File: config.mk
export PLATFORM = sky130hd
export DESIGN_NAME = narrow_saturate
export DESIGN_NICKNAME = d
export VERILOG_FILES = /design/src/rtl/narrow_saturate.sv
export SDC_FILE = /design/constraint.sdc
export NUM_CORES = 1
export LEC_CHECK = 0
export CAP_MARGIN = 20
export CORE_ASPECT_RATIO = 0.6
export CORE_UTILIZATION = 45
export CTS_CLUSTER_DIAMETER = 150
export DETAILED_ROUTE_END_ITERATION = 8
export GPL_TIMING_DRIVEN = 0
export PLACE_DENSITY = 0.77
export RECOVER_POWER = 25
export SYNTH_ARGS = -nofsm -noshare
export SYNTH_HDL_FRONTEND = slang
export SYNTH_SLANG_ARGS = --single-unit
File: constraint.sdc
create_clock -name clk -period 2.8 [get_ports clk]
set_input_delay 0.42 -clock clk [delete_from_list [all_inputs] [get_ports clk]]
set_output_delay 0.42 -clock clk [all_outputs]
set_load 0.01 [all_outputs]
File: src/rtl/narrow_saturate.sv
// Narrows 32-bit ALU/register values to 16 bits with saturation and overflow flag.
// Two-stage valid/ready pipeline with a sticky saturating count of delivered overflows.
module narrow_saturate #(
  parameter int unsigned CNT_W = 16
) (
  input  logic             clk,
  input  logic             rst,
  input  logic             in_valid,
  output logic             in_ready,
  input  logic [31:0]      in_data,
  input  logic             in_signed,
  output logic             out_valid,
  input  logic             out_ready,
  output logic [15:0]      out_data,
  output logic             out_ovf,
  input  logic             clr_count,
  output logic [CNT_W-1:0] ovf_count
);

  localparam int unsigned OUT_W = 16;

  // Stage-1 payload: low half plus what stage 2 needs to pick a saturation value.
  typedef struct packed {
    logic [OUT_W-1:0] lo;
    logic             sgn;
    logic             msb;
    logic             fit;
  } s1_t;

  s1_t              s1_q;
  logic             s1_valid;
  logic             s2_valid;
  logic             fit_c;
  logic             s2_load;
  logic             in_fire;
  logic             out_fire;
  logic [OUT_W-1:0] s2_data_c;
  logic             s2_ovf_c;

  // Handshake: s2 refills from s1 on the same edge it drains.
  assign s2_load   = s1_valid && (!s2_valid || out_ready);
  assign in_ready  = !s1_valid || s2_load;
  assign in_fire   = in_valid && in_ready;
  assign out_valid = s2_valid;
  assign out_fire  = s2_valid && out_ready;

  // Range check against the 16-bit target.
  always_comb begin
    fit_c = 1'b0;
    if (in_signed) begin
      fit_c = (&in_data[31:15]) || !(|in_data[31:15]);
    end else begin
      fit_c = !(|in_data[31:16]);
    end
  end

  always_ff @(posedge clk or posedge rst) begin
    if (rst) begin
      s1_valid <= 1'b0;
      s1_q     <= '0;
    end else begin
      s1_valid <= in_fire || (s1_valid && !s2_load);
      if (in_fire) begin
        s1_q.lo  <= in_data[OUT_W-1:0];
        s1_q.sgn <= in_signed;
        s1_q.msb <= in_data[31];
        s1_q.fit <= fit_c;
      end
    end
  end

  // Result selection: pass-through when in range, else clamp to the nearest bound.
  always_comb begin
    s2_data_c = s1_q.lo;
    s2_ovf_c  = 1'b0;
    if (!s1_q.fit) begin
      s2_ovf_c = 1'b1;
      if (s1_q.sgn) begin
        s2_data_c = s1_q.msb ? 16'h8000 : 16'h7FFF;
      end else begin
        s2_data_c = 16'hFFFF;
      end
    end
  end

  always_ff @(posedge clk or posedge rst) begin
    if (rst) begin
      s2_valid <= 1'b0;
      out_data <= '0;
      out_ovf  <= 1'b0;
    end else if (s2_load) begin
      s2_valid <= 1'b1;
      out_data <= s2_data_c;
      out_ovf  <= s2_ovf_c;
    end else if (out_fire) begin
      s2_valid <= 1'b0;
    end
  end

  // Debug counter sticks at all-ones; clear beats a same-cycle increment.
  always_ff @(posedge clk or posedge rst) begin
    if (rst) begin
      ovf_count <= '0;
    end else if (clr_count) begin
      ovf_count <= '0;
    end else if (out_fire && out_ovf && (ovf_count != '1)) begin
      ovf_count <= ovf_count + CNT_W'(1);
    end
  end

endmodule

==> impl_metrics.toml <==
[status]
status = "finished, violations left"
violations = "design-rule violations"

[cts]
ctsResizeCount = 0
cts-root-buf = "clkbuf_8"
cts.path.max_buffers = 2
cts.clk_slew.worst_paths_ns = 0.09
cts_tree = "built"
clock_latency_ns = 0.30
ctsHoldBuffers = 0
postCtsSetupRepairBufs = 0
cts_made_buffers = 5
cts.sinks = 54
cts_max_level = 2

[logic_synthesis]
syn_avg_cell_area_um2 = 10.27
synth_warnings = 0
synth_flop_cell = "dfrtp_1"
ys_ff_latch = 54
syn_nets = 280
synthArstFlopShare_pct = 100.0
synthTopCellsByArea = "dfrtp_1 55%, mux2_2 9.6%, a21oi_1 5.5%"
synth.most_common_cell = "dfrtp_1"
yosys.area.top_type = "dfrtp_1"
synth_area_um2 = 2475
syn_inst = 241
ys_seq_area_share_pct = 54.60
ys_top_cells_by_count = "54 x dfrtp_1, 27 x a21oi_1, 26 x nand2_1"
ys_types = 33
synth_edf_count = 0
synth_top_area_share_pct = 54.60

[detailed_routing]
detail_route.wl_per_cell_um = 15.11
wl_um = 5846
drtAntennaViolNets = 0
vias = 2128
drc = 6
drt_first_iter_violations = 154
drt-vias-per-instance = 5.499
drt_first_pass_iters = 7

[critical_path]
rrSetupSlack_ns = 0.61
cp-start-kind = "flip-flop"
worstReg2RegStart = "ovf_count[0]"
required_ns = 3.03
r2r_cells = 6
crit_fanout = 10
crit_type = "flip-flop to flip-flop"
r2r-end = "ovf_count[3]"
critPathCaptureType = "flip-flop"
worstPathArrival_ns = 2.42
startpoint = "ovf_count[0]"

[sta]
fmax_mhz = 456.5
whs_ns = 0.4842
setup_slack_ns = 0.6094
layout_min_cycle_time_ns = 2.191
final.setup_skew_ns = 0.005621
slew-limit-headroom_pct = 29.21
tightest_slew_ns = 1.061
final.period_utilization_pct = 78.23
rsz0062_at_grt = "false"
tns_ns = 0
finalSetupViolations = 0
drv_slew = 0
finalHoldViolCount = 0

[global_routing]
grt_pass1_vias = 1922
overflow = 0
grt_usage_pct = 21.70
grt_first_pass_wirelength_um = 9722
antenna_found_initial = 0
grt_max_degree = 30

[placed_design]
io_buffer_count = 72
dp_hpwl_um = 4475
pre_cts_slack_ns = 0.4847
gp_congestion = 0.8142
dpl.cell_count = 380

[worst_hold_path]
hold_start = "out_data[0]"
hold_class = "flip-flop to flip-flop"
worstHoldPathCells = 2
min_to = "out_data[0]"

[floorplanning]
die_y_um = 59.45
rows = 20
core_area_um2 = 5180
die_area_um2 = 5810
ios = 73
die_x_um = 97.74
initial_core_util_pct = 47.78

[layout]
instances_no_fill = 387
num_antenna_cells = 0
nets = 360
drive_gt1_share_pct = 9.657
syn_to_final_growth_pct = 35.74

[power]
cellLeakagePower_uw = 0.001349
powerDensity_nw_per_um2 = 509.1
irDropWorstVdd_mv = 0.2477

[run]
maxCapViolCount = 0
worst max-delay path: stages (launching register included):
cell and delay, ns:
dfrtp_1 0.43, ha_1 0.24, nand4_1 0.22, nor4_2 0.64, buf_2 0.32, o21ai_0 0.12
a21oi_1 0.14
final cells by class:
class,instances,area [um2]
Timing Repair Buffer,73,725.7
Clock buffer,7,76.32
Sequential cell,54,1351
Inverter,4,15.01
Tap cell,66,82.58
Buffer,12,46.29
Multi-Input combinational cell,171,1062
Fill cell,430,1821
through the flow:
stage / power, uW / area, um2 / utilization [%]
after CTS: 1727 / 3374 / 65.14
after floorplan: 1103 / 2475 / -
after detailed placement: 1326 / 3298 / 63.67
after global routing: 1797 / 3359 / 64.86
final: 1710 / 3359 / 64.86
after global placement: 1312 / 3278 / 63.29
power breakdown:
group          leakage (uW)  internal (uW)  total (uW)  switching (uW)
logic              0.000646            212         374             161
registers          0.000664            874         931            57.7
clock network     0.0000383            173         405             232
total               0.00135           1260        1710             451
cell families (layout without fill, tap and decap cells):
| family | count (synthesis) | count (layout) | share of synthesized area [%] |
|---|---|---|---|
| AOI/OAI and AO/OA | 55 | 55 | 11.68 |
| adders and majority gates | 1 | 1 | 0.5055 |
| buffers and inverters | 16 | 96 | 2.477 |
| DFF | 54 | 54 | 54.60 |
| muxes | 22 | 22 | 9.960 |
| and+or+nand+nor | 93 | 93 | 20.78 |
registers in the layout, indices dropped and copies added, names as in the netlist:
signal / count
out_ovf: 1
out_data: 16
s1_valid: 1
s1_q: 19
out_valid: 1
ovf_count: 16
worst max path at each step:
stage	slack [ns]	endpoint
floorplan	1.07	out_data[0]
global placement	0.03	s1_q[9]
detailed placement	0.48	ovf_count[9]
CTS	0.69	ovf_count[3]
global route	0.42	s1_q[10]
finish	0.61	ovf_count[3]
per-layer routing:
layer  share of wire [%]  GRT usage [%]  wire length (um)  vias up
met5                   0              0                 0        -
li1                    -              -                 -     1040
met2                  41          31.21              2405       75
met1                  52          33.69              3017     1009
met4                0.58          3.896                34        0
met3                 6.7          4.835               389        4
layout by cell type (no fill, tap or decap), types with 8 or more instances in the layout:
| cell type | n |
|---|---|
| mux2_2 | 21 |
| dfrtp_1 | 54 |
| clkbuf_1 | 12 |
| nand2_1 | 26 |
| nor2_1 | 10 |
| a21oi_1 | 27 |
| o21ai_0 | 23 |
| nand4_1 | 8 |
| clkdlybuf4s50_1 | 70 |
| nor3_1 | 8 |
Power figures use the tool's default switching activity.
==> RTL edit: new RTL, same settings <==
`CNT_W`: 16 -> 32.
--- a/src/rtl/narrow_saturate.sv
+++ b/src/rtl/narrow_saturate.sv
@@ -2,5 +2,5 @@
 // Two-stage valid/ready pipeline with a sticky saturating count of delivered overflows.
 module narrow_saturate #(
-  parameter int unsigned CNT_W = 16
+  parameter int unsigned CNT_W = 32
 ) (
   input  logic             clk,
Ports: changed (resized ovf_count); port bits go from 73 to 89. The function was not compared with the original's and may differ.
==> RTL edit against the unedited design <==
Synthesized area up 38%; via count is 50% higher; power up 64%; routed wire length grew 59%; worst setup slack got worse by 0.12 ns; sequential share of layout area decreased by 3.2 points; final area rose by 41%; sequential cell count increased by 16; highest routed layer unchanged.
==> RTL edit: results (changes against the unedited design) <==
Placement
  • DP HPWL: 6.64 mm (+48%)
  • GPL Wtd Cong: 0.850 (+4.4%)
  • # port buffers: 87 (+21%)
  • Placed cell area: 4410 um2 (+34%)
  • Total placed cells including tap cells: 534 (+41%)

Yosys
  • Unique masters post-synth: 36 (+9.1%)
  • Cells after Synth: 343 (+42%)
  • Mapped Nets: 382 (+36%)
  • Ranking of synthesized cells by area: dfrtp_1, mux2_2, nand3_1, a21oi_1, o31ai_1

Critical path
  • R2r setup slk: 0.49 ns (-0.12 ns)
  • Worst path arrival time: 2.51 ns (+0.09 ns)

Status
  • Outcome: completed

Global routing
  • First-pass GRT wire length: 15.5 mm (+59%)
  • Gr usage total: 25.5% (+3.8 points)
  • Vias in the first global route: 3079 (+60%)
  • Largest net degree at the start of global routing: 71 (+140%)

Power and ir drop
  • Lkg Pwr: 1.84 nW (+37%)

Clock tree
  • # H-tree levels: 3 (+1)
  • Root Buffer Master: clkbuf_16
  • Reg clk slew, reported paths: 0.06 ns (-0.03 ns)
  • Clk Latency, worst-skew pair: 0.34 ns (+0.04 ns)
  • Num CTS Buffers: 9 (+4)

Layout
  • Layout Nets: 480 (+33%)
  • Biggest regs: ovf_count x32, s1_q x19, out_data x16
  • Share of cells above drive strength 1: 10.3% (+0.66 points)
  • Final cell count without fillers: 550 (+42%)

Routing
  • Vias per cell: 5.82 (+5.8%)
  • Pre-Repair DR Iteration Count: 5 (-2)
  • DR WL/cell: 16.9 um (+12%)

STA
  • Final setup skew: 0.00523 ns (-0.000393 ns)
## RTL edit: cell count changes in the layout (fill, tap and decap cells not counted), sizes merged, moves of 5 or more
cell           before  now
a21oi              27   32
clkbuf             18   29
clkdlybuf4s50      70   85
dfrtp              54   70
nand2              26   33
nand3               7   42
nand4               9   16
o21ai              23   12
o31ai               2   19
or3                 5   10
or4                 3   19
## RTL edit: path summary, 6_finish.rpt
check                                                end  cells past startpoint                 startpoint
worst min register to register   out_data[1]$_DFFE_PP0P_                      2    out_data[1]$_DFFE_PP0P_
worst max register to register  ovf_count[8]$_DFFE_PP0P_                      7  ovf_count[19]$_DFFE_PP0P_
worst max-delay path            ovf_count[8]$_DFFE_PP0P_                      7  ovf_count[19]$_DFFE_PP0P_
max in group asynchronous       out_data[13]$_DFFE_PP0P_                      2                        rst
min in group asynchronous        out_data[3]$_DFFE_PP0P_                      2                        rst
worst min-delay path             out_data[1]$_DFFE_PP0P_                      2    out_data[1]$_DFFE_PP0P_
## RTL edit: cells by family (layout without fill, tap and decap cells)
kind of cell | Yosys count | in the layout | share of synthesized area, %
fa+ha+maj | 1 | 1 | 0.367
compound gates | 64 | 64 | 10.8
flops | 70 | 70 | 51.4
simple gates | 159 | 159 | 26.9
xor+xnor | 1 | 1 | 0.257
mux | 21 | 21 | 6.93
buf+inv | 27 | 130 | 3.37
## RTL edit: layer usage
| layer | track usage (%) | part of all wire (%) |
|---|---|---|
| met3 | 6.99 | 6.7 |
| met4 | 7.94 | 1.5 |
| met1 | 36.9 | 46 |
| met2 | 37.3 | 46 |
| met5 | 0 | 0 |
## RTL edit: metrics by stage
step	TNS (ns)	setup WS, ns	hold WS [ns]	total power, mW
global route	0	0.370	0.509	2.91
detailed placement	0	0.354	0.481	1.58
global placement	-39.07	-0.563	0.476	1.56
CTS	0	0.566	0.495	2.82
finish	0	0.488	0.493	2.80
floorplan	0	0.612	0.471	1.35
## RTL edit: area by class of cell
type	count	area (um2)
sequential	70	1750
buffer	22	96.3
tap	104	130
fill	585	2560
clock inverter	5	82.6
timing repair buffer	87	871
clock buffer	11	243
inverter	5	18.8
multi-input combinational	246	1540
## RTL edit: worst max-delay path: cells and delay by family, from the launching register on
family	cells	cell delay, ns
flops	1	0.43
simple gates	4	1.04
buf+inv	2	0.63
compound gates	1	0.07
## RTL edit: report_power, final
part / switching [mW] / leakage [nW] / internal [mW]
registers: 0.0584 / 0.888 / 1.11
logic: 0.183 / 0.795 / 0.210
clock network: 0.438 / 0.160 / 0.805
total: 0.680 / 1.84 / 2.12
